## src/rtl/uart_tx_arbiter.sv

```systemverilog
// Round-robin arbiter sharing one UART transmitter between NUM_REQ byte producers.
// Captures one byte per frame, pulses the UART enable once, then follows busy through rise and fall.
module uart_tx_arbiter #(
  parameter int unsigned NUM_REQ          = 4,
  parameter int unsigned INPUT_DATA_WIDTH = 8,
  parameter int unsigned BUSY_TIMEOUT     = 64
) (
  input  logic                                  clk,
  input  logic                                  reset,
  input  logic [NUM_REQ-1:0]                    req,
  input  logic [NUM_REQ*INPUT_DATA_WIDTH-1:0]   req_data,
  output logic [NUM_REQ-1:0]                    grant,
  output logic                                  uart_enable,
  output logic [INPUT_DATA_WIDTH-1:0]           uart_data,
  input  logic                                  uart_busy,
  output logic [$clog2(NUM_REQ)-1:0]            active_id,
  output logic                                  frame_active,
  output logic                                  timeout_err
);

  localparam int unsigned ID_W  = $clog2(NUM_REQ);
  localparam int unsigned CNT_W = $clog2(BUSY_TIMEOUT + 1);
  // Counter value whose increment would reach BUSY_TIMEOUT-1.
  localparam logic [CNT_W-1:0] CNT_FIRE = CNT_W'(BUSY_TIMEOUT - 2);

  localparam logic [1:0] ST_IDLE      = 2'd0;
  localparam logic [1:0] ST_ISSUE     = 2'd1;
  localparam logic [1:0] ST_WAIT_BUSY = 2'd2;
  localparam logic [1:0] ST_WAIT_DONE = 2'd3;

  logic [1:0]                  state_q, state_d;
  logic [NUM_REQ-1:0]          grant_q, grant_d;
  logic                        uart_enable_q, uart_enable_d;
  logic [INPUT_DATA_WIDTH-1:0] uart_data_q, uart_data_d;
  logic [ID_W-1:0]             active_id_q, active_id_d;
  logic                        frame_active_q, frame_active_d;
  logic                        timeout_err_q, timeout_err_d;
  logic [ID_W-1:0]             rr_ptr_q, rr_ptr_d;
  logic [CNT_W-1:0]            cnt_q, cnt_d;

  logic                        sel_found;
  logic [ID_W-1:0]             sel_idx;

  // Circular search for the first requester at or after the rr pointer.
  always_comb begin
    sel_found = 1'b0;
    sel_idx   = '0;
    for (int unsigned i = 0; i < NUM_REQ; i++) begin
      if (!sel_found && req[ID_W'((32'(rr_ptr_q) + i) % NUM_REQ)]) begin
        sel_found = 1'b1;
        sel_idx   = ID_W'((32'(rr_ptr_q) + i) % NUM_REQ);
      end
    end
  end

  always_comb begin
    state_d        = state_q;
    grant_d        = '0;
    uart_enable_d  = 1'b0;
    uart_data_d    = uart_data_q;
    active_id_d    = active_id_q;
    frame_active_d = frame_active_q;
    timeout_err_d  = 1'b0;
    rr_ptr_d       = rr_ptr_q;
    cnt_d          = cnt_q;

    case (state_q)
      ST_IDLE: begin
        if (sel_found && !uart_busy) begin
          grant_d[sel_idx] = 1'b1;
          uart_enable_d    = 1'b1;
          uart_data_d      = req_data[32'(sel_idx)*INPUT_DATA_WIDTH +: INPUT_DATA_WIDTH];
          active_id_d      = sel_idx;
          frame_active_d   = 1'b1;
          state_d          = ST_ISSUE;
        end
      end
      ST_ISSUE: begin
        rr_ptr_d = ID_W'((32'(active_id_q) + 32'd1) % NUM_REQ);
        cnt_d    = '0;
        state_d  = ST_WAIT_BUSY;
      end
      ST_WAIT_BUSY: begin
        if (uart_busy) begin
          state_d = ST_WAIT_DONE;
        end else begin
          cnt_d = cnt_q + CNT_W'(1);
          // UART never acknowledged: drop the byte and free the transmitter.
          if (cnt_q == CNT_FIRE) begin
            timeout_err_d  = 1'b1;
            frame_active_d = 1'b0;
            state_d        = ST_IDLE;
          end
        end
      end
      ST_WAIT_DONE: begin
        if (!uart_busy) begin
          frame_active_d = 1'b0;
          state_d        = ST_IDLE;
        end
      end
      default: state_d = ST_IDLE;
    endcase
  end

  always_ff @(posedge clk) begin
    if (reset) begin
      state_q        <= ST_IDLE;
      grant_q        <= '0;
      uart_enable_q  <= 1'b0;
      uart_data_q    <= '0;
      active_id_q    <= '0;
      frame_active_q <= 1'b0;
      timeout_err_q  <= 1'b0;
      rr_ptr_q       <= '0;
      cnt_q          <= '0;
    end else begin
      state_q        <= state_d;
      grant_q        <= grant_d;
      uart_enable_q  <= uart_enable_d;
      uart_data_q    <= uart_data_d;
      active_id_q    <= active_id_d;
      frame_active_q <= frame_active_d;
      timeout_err_q  <= timeout_err_d;
      rr_ptr_q       <= rr_ptr_d;
      cnt_q          <= cnt_d;
    end
  end

  assign grant        = grant_q;
  assign uart_enable  = uart_enable_q;
  assign uart_data    = uart_data_q;
  assign active_id    = active_id_q;
  assign frame_active = frame_active_q;
  assign timeout_err  = timeout_err_q;

endmodule
```

## config.mk

```make
export PLATFORM = sky130hd
export DESIGN_NAME = uart_tx_arbiter
export DESIGN_NICKNAME = d
export VERILOG_FILES = /design/src/rtl/uart_tx_arbiter.sv
export SDC_FILE = /design/constraint.sdc
export NUM_CORES = 1
export LEC_CHECK = 0
export CAP_MARGIN = 20
export CORE_ASPECT_RATIO = 1.1
export CORE_MARGIN = 5
export CORE_UTILIZATION = 40
export CTS_CLUSTER_SIZE = 10
export DETAILED_ROUTE_END_ITERATION = 8
export PLACE_DENSITY_LB_ADDON = 0.3
export SYNTH_ARGS = -nofsm -noshare
export SYNTH_HDL_FRONTEND = slang
export SYNTH_SLANG_ARGS = --single-unit
```

## constraint.sdc

```tcl
create_clock -name clk -period 2.69 [get_ports clk]
set_clock_uncertainty 0.2 [all_clocks]
set_input_delay 0.538 -clock clk [delete_from_list [all_inputs] [get_ports clk]]
set_output_delay 0.538 -clock clk [all_outputs]
set_load 0.01 [all_outputs]
```

* Word level (Yosys, flattened, before mapping)
Cells that the tools add are included.
Word-level totals: flip-flop bits (word level) 28, input port bits 39, output and inout bits 17, word-level logic and storage cells 84
Cells by class: add/sub/neg operators 5, order comparisons 6, equality and inequality tests 9, shift-type cells 1, mux-type cells 32, bitwise logic cells 3, reduce and logical (&&, ||, !) cells 19
Operators by type and width (count):
- 32-bit by 6-bit variable part select with 8-bit output | 1
- 2-bit 2-to-1 mux | 8
- 2-bit by 3-bit < comparator with 1-bit output (second input constant) | 5
- 1-bit 2-to-1 mux | 15
- 7-bit one-hot mux with 2 select lines | 1
- 1-bit binary-select mux with 2-bit select | 4
- 2-bit != test (second input constant) | 4
- 2-bit one-hot mux with 4 select lines | 1
- 7-bit by 1-bit adder with 7-bit output (second input constant) | 1
- 7-bit by 6-bit equality test with 1-bit output (second input constant) | 1
- 7-bit 2-to-1 mux | 1
- 3-bit OR reduction | 2
- 1-bit logical AND | 5
- 5-bit AND reduction | 1
- 2-bit by 1-bit adder with 2-bit output (second input constant) | 2
- 2-bit adder (second input constant) | 2
- 2-bit equality test (second input constant) | 2
- 1-bit zero test | 4
- 2-bit AND reduction | 2
- 3-bit != test (second input constant) | 1
- 1-bit NOT | 3
- 1-bit one-hot mux with 3 select lines | 1
- 3-bit AND reduction | 1
- 3-bit nonzero test | 1
- other kinds (6) | 6

* Longest topological paths before layout
depth after elaboration 16, depth in mapped cells 8, depth with buffers taken out 7

* Worst setup path after synthesis
No wires, ideal clock.
path kind input -> register, start in req[3], end reg uart_data_q[2], in the netlist uart_data[2], setup time 0.134 ns, arrival time 1.791 ns, path slack 0.565 ns, stages on the path 6, path buffers 2, path through buf_2 > nor2_1 > or3_1 > buf_4 > a2111oi_0 > nor4_1
On the way: word-level cells in the longest chain between the ends 14, elaborated cells between the ends (all ways) 25, those cells by class shift (1); mux (16); reduce/logical (8)
RTL lines:
- start, declared | RTL line 10 | input logic [NUM_REQ-1:0] req,
- branches (longest 14 deep; another with 1-bit binary-select mux with 2-bit select)
- end signal, assigned | RTL line 121 | uart_data_q <= uart_data_d;
- end, declared | RTL line 34 | logic [INPUT_DATA_WIDTH-1:0] uart_data_q, uart_data_d;
Several ways; the timed one is not identified. The select of a mux whose other input is x is not followed. A chain may end at the register's enable or synchronous reset.

* Worst setup path in the final report
start in req[2], end reg uart_data_q[4], in the netlist uart_data[4]
The elaborated chain is that of the path after synthesis.

==> implementation parameters <==
Parameter                              Value

Timing
  Setup repair after global routing missed its margin ... false
  Minimum setup slack in the final design ... 0.246 ns
  Slew margin rel. ... 64.4%
  Transition at the pin with the smallest max-transition slack ... 0.533 ns
  Final worst path period need ... 2.44 ns
  Total setup violations reported at the end of the flow ... 0
  Setup TNS ... 0 ns
  Achievable Freq ... 409 MHz
  Number of max-slew violations in the final report ... 0
  Post-route fraction of the period consumed by the critical path ... 90.9%
  Final count of hold timing violations ... 0

Clocking
  # clock sinks ... 28
  TritonCTS clock tree ... done
  Number of levels in the clock H-tree ... 1
  Clock root buffer master ... sky130_fd_sc_hd__clkbuf_8
  Deepest clock path buffer count ... 2
  Post-CTS Setup Bufs ... 0
  Worst skew pair latency ... 0.27 ns
  Clk pin slew, worst setup/hold paths ... 0.10 ns
  Number of clock buffers inserted by TritonCTS ... 3
  Quantity of gates resized following cts ... 0
  Number of buffers inserted by hold repair at cts ... 0

Synthesis
  Asr flop ratio synth ... 0%
  Sequential area share after synthesis ... 35.9%
  Total nets after synthesis ... 227
  Number of enable flip-flop cells after synthesis ... 0
  Portion of synthesized cell area occupied by the leading cell type ... 35.9%
  Main flop type after synthesis ... sky130_fd_sc_hd__dfxtp_1
  Syn_area_per_cell ... 8.40 um^2
  Leading cell types by total area after synthesis ... sky130_fd_sc_hd__dfxtp_1, sky130_fd_sc_hd__nor2_1, sky130_fd_sc_hd__nor4b_1
  Yosys cell types ... 44
  Cells after Synth ... 186
  Ranking of synthesized cells by instance count ... sky130_fd_sc_hd__dfxtp_1, sky130_fd_sc_hd__nor2_1, sky130_fd_sc_hd__nand2_1
  Post-synthesis cell area ... 1560 um^2
  Cell accounting for the most synthesized area ... sky130_fd_sc_hd__dfxtp_1
  Yosys warns ... 0
  Synth Register Bits ... 28

Power
  Net switching fraction of the power ... 28.8%
  Sequential share of power ... 47.8%
  Total design power ... 978 uW
  Ratio of total power to cell area ... 436 nW/um^2
  Pleak ... 0.783 nW
  Cell Int Power ... 697 uW
  Combinational cell fraction of total power ... 29.0%
  Clock power share ... 23.2%
  Max rail drop VDD ... 0.000175 V
  Switching power summed over all nets ... 282 uW

GRT
  Leftover overflow at the end of global routing ... 0
  Number of global-route vias before repair ... 1,554
  First-pass GRT wire length ... 7.31 mm
  Largest net degree at the start of global routing ... 18
  Total global-route track usage ... 17.1%
  Initial antenna violation count ... 0

Placement
  Placed Cells incl. Taps ... 293
  Final weighted congestion of routability-driven global placement ... 0.822
  Number of port buffers ... 55
  Setup slack at placement ... -0.0298 ns
  Half-perimeter wire length after placement ... 3.31 mm

Cells and area
  Footprint of the multi-input gates ... 901 um^2
  Sequential cell area ... 561 um^2
  Syn-to-layout area delta ... 43.7%
  Final Core Density ... 60.4%
  Final Instance Count excl. Fillers ... 296
  Filler cell count ... 328
  Fraction of final layout cells sized beyond drive strength 1 ... 12.2%
  Layout Nets ... 289
  Antenna Cells ... 0

Worst setup path
  Worst r2r path cells ... 6
  Category of the critical setup timing path ... input port to flip-flop
  Largest fanout on the critical path ... 8
  Kind of capture point of the worst setup path ... flip-flop
  Crit start category ... input port
  Data arrival time of the worst path ... 2.39 ns
  RR Startpoint ... rr_ptr_q[1]$_SDFFE_PP0P_
  Required time of the worst setup path ... 2.64 ns
  Capturing point of the worst reg2reg path ... uart_data[4]$_SDFFE_PP0P_
  Worst R2R Setup Slack ... 0.46 ns

Run
  Max_cap viols ... 0

Floorplan
  Core area ... 3710 um^2
  Area of the die ... 5250 um^2
  Die Span X ... 69.6 um
  Number of placement rows ... 23
  Die Ht ... 75.5 um
  Initial cell density of the core ... 42.1%
  IO Count ... 56

Hold path
  Hold WC Path Type ... flip-flop to flip-flop
  Beginning of the worst hold path ... uart_data[2]$_SDFFE_PP0P_
  Worst min-delay path endpoint ... uart_data[2]$_SDFFE_PP0P_
  Cell depth of the worst min-delay path ... 2

Routing
  Final wirelength ... 4.26 mm
  Detail-routed net length per standard cell ... 14.4 um
  Overall via count from detail_route ... 1,602
  Final antenna-violating net count ... 0
  Number of DRC markers after the initial detailed-route iteration ... 116
  Average vias per placed instance ... 5.41
  DR DRC count ... 0
  Count of TritonRoute iterations in the first routing pass ... 4

Status
  Run status ... finished, final reports clean
==> worst max-delay path, stage by stage <==
cell                              delay (ns)
sky130_fd_sc_hd__clkdlybuf4s50_1        0.47
sky130_fd_sc_hd__mux2i_1                0.16
sky130_fd_sc_hd__nor2_1                 0.06
sky130_fd_sc_hd__or3_1                  0.48
sky130_fd_sc_hd__buf_4                  0.21
sky130_fd_sc_hd__a2111oi_2              0.36
sky130_fd_sc_hd__nor4_1                 0.10
==> kinds of logic (layout without fill, tap and decap cells) <==
logic type | count (synthesis) | count (layout) | share of synthesized area [%]
compound gates | 39 | 39 | 18.9
simple gates | 95 | 95 | 33.1
xor+xnor | 1 | 1 | 0.561
fa+ha+maj | 2 | 2 | 1.60
buf+inv | 16 | 76 | 6.41
mux | 5 | 5 | 3.53
flops | 28 | 28 | 35.9
==> routing by layer <==
layer,share of wire [%],vias to the layer above,track usage [%]
met1,42,736,20.1
met2,50,49,31.9
met5,0,-,0
met3,6.8,6,3.17
met4,1.5,0,5.86
li1,-,811,-
==> layout make-up <==
class	count	area share (%)
clock buffers	3	1.84
well taps	50	2.79
multi-input cells	142	40.2
flip-flops and latches	28	25.0
inverters	2	0.335
repair buffers	71	29.9
==> metrics by stage <==
step	instance area (um^2)	hold WS (ns)
CTS	2240	0.310
global route	2240	0.332
finish	2240	0.302
global placement	2200	0.283
detailed placement	2200	0.292
floorplan	1560	0.299
==> state kept, by name (all words and copies together), names as in the netlist <==
signal and count:
active_id 2, cnt_q 7, frame_active 1, grant 4, rr_ptr_q 2, state_q 2, timeout_err 1, uart_data 8
uart_enable 1
==> how the worst max path moves through the flow <==
| stage | from | endpoint | slack, ns |
|---|---|---|---|
| finish | req[2] | uart_data[4]$_SDFFE_PP0P_ | 0.25 |
| global route | req[2] | uart_data[0]$_SDFFE_PP0P_ | 0.08 |
| CTS | req[2] | uart_data[4]$_SDFFE_PP0P_ | 0.26 |
| detailed placement | req[2] | uart_data[5]$_SDFFE_PP0P_ | -0.03 |
| global placement | req[2] | uart_data[0]$_SDFFE_PP0P_ | 0.01 |
| floorplan | req[3] | uart_data[2]$_SDFFE_PP0P_ | 0.56 |
==> placed cells by master (no fill, tap or decap), types with 2 or more instances in the layout <==
cell type,instances
sky130_fd_sc_hd__a2111oi_0,4
sky130_fd_sc_hd__a2111oi_2,3
sky130_fd_sc_hd__a211oi_1,8
sky130_fd_sc_hd__a21oi_1,9
sky130_fd_sc_hd__a31oi_1,2
sky130_fd_sc_hd__and3_1,2
sky130_fd_sc_hd__buf_4,16
sky130_fd_sc_hd__clkbuf_8,3
sky130_fd_sc_hd__clkdlybuf4s50_1,55
sky130_fd_sc_hd__dfxtp_1,28
sky130_fd_sc_hd__ha_1,2
sky130_fd_sc_hd__inv_1,2
sky130_fd_sc_hd__mux2_2,4
sky130_fd_sc_hd__nand2_1,18
sky130_fd_sc_hd__nand2b_1,2
sky130_fd_sc_hd__nand4_1,2
sky130_fd_sc_hd__nor2_1,28
sky130_fd_sc_hd__nor2b_1,2
sky130_fd_sc_hd__nor3_1,11
sky130_fd_sc_hd__nor3b_1,2
sky130_fd_sc_hd__nor4_1,10
sky130_fd_sc_hd__nor4b_1,10
sky130_fd_sc_hd__o211ai_1,2
sky130_fd_sc_hd__o21a_1,2
sky130_fd_sc_hd__o21bai_1,2
==> power by group through the flow <==
stage | sequential, mW | clock, mW | combinational, mW
finish | 0.468 | 0.227 | 0.284
floorplan | 0.476 | 0 | 0.141
global placement | 0.477 | 0 | 0.281
detailed placement | 0.477 | 0 | 0.284
CTS | 0.467 | 0.230 | 0.285
global route | 0.472 | 0.252 | 0.311
Note: power is estimated with default switching activity, not from simulation.
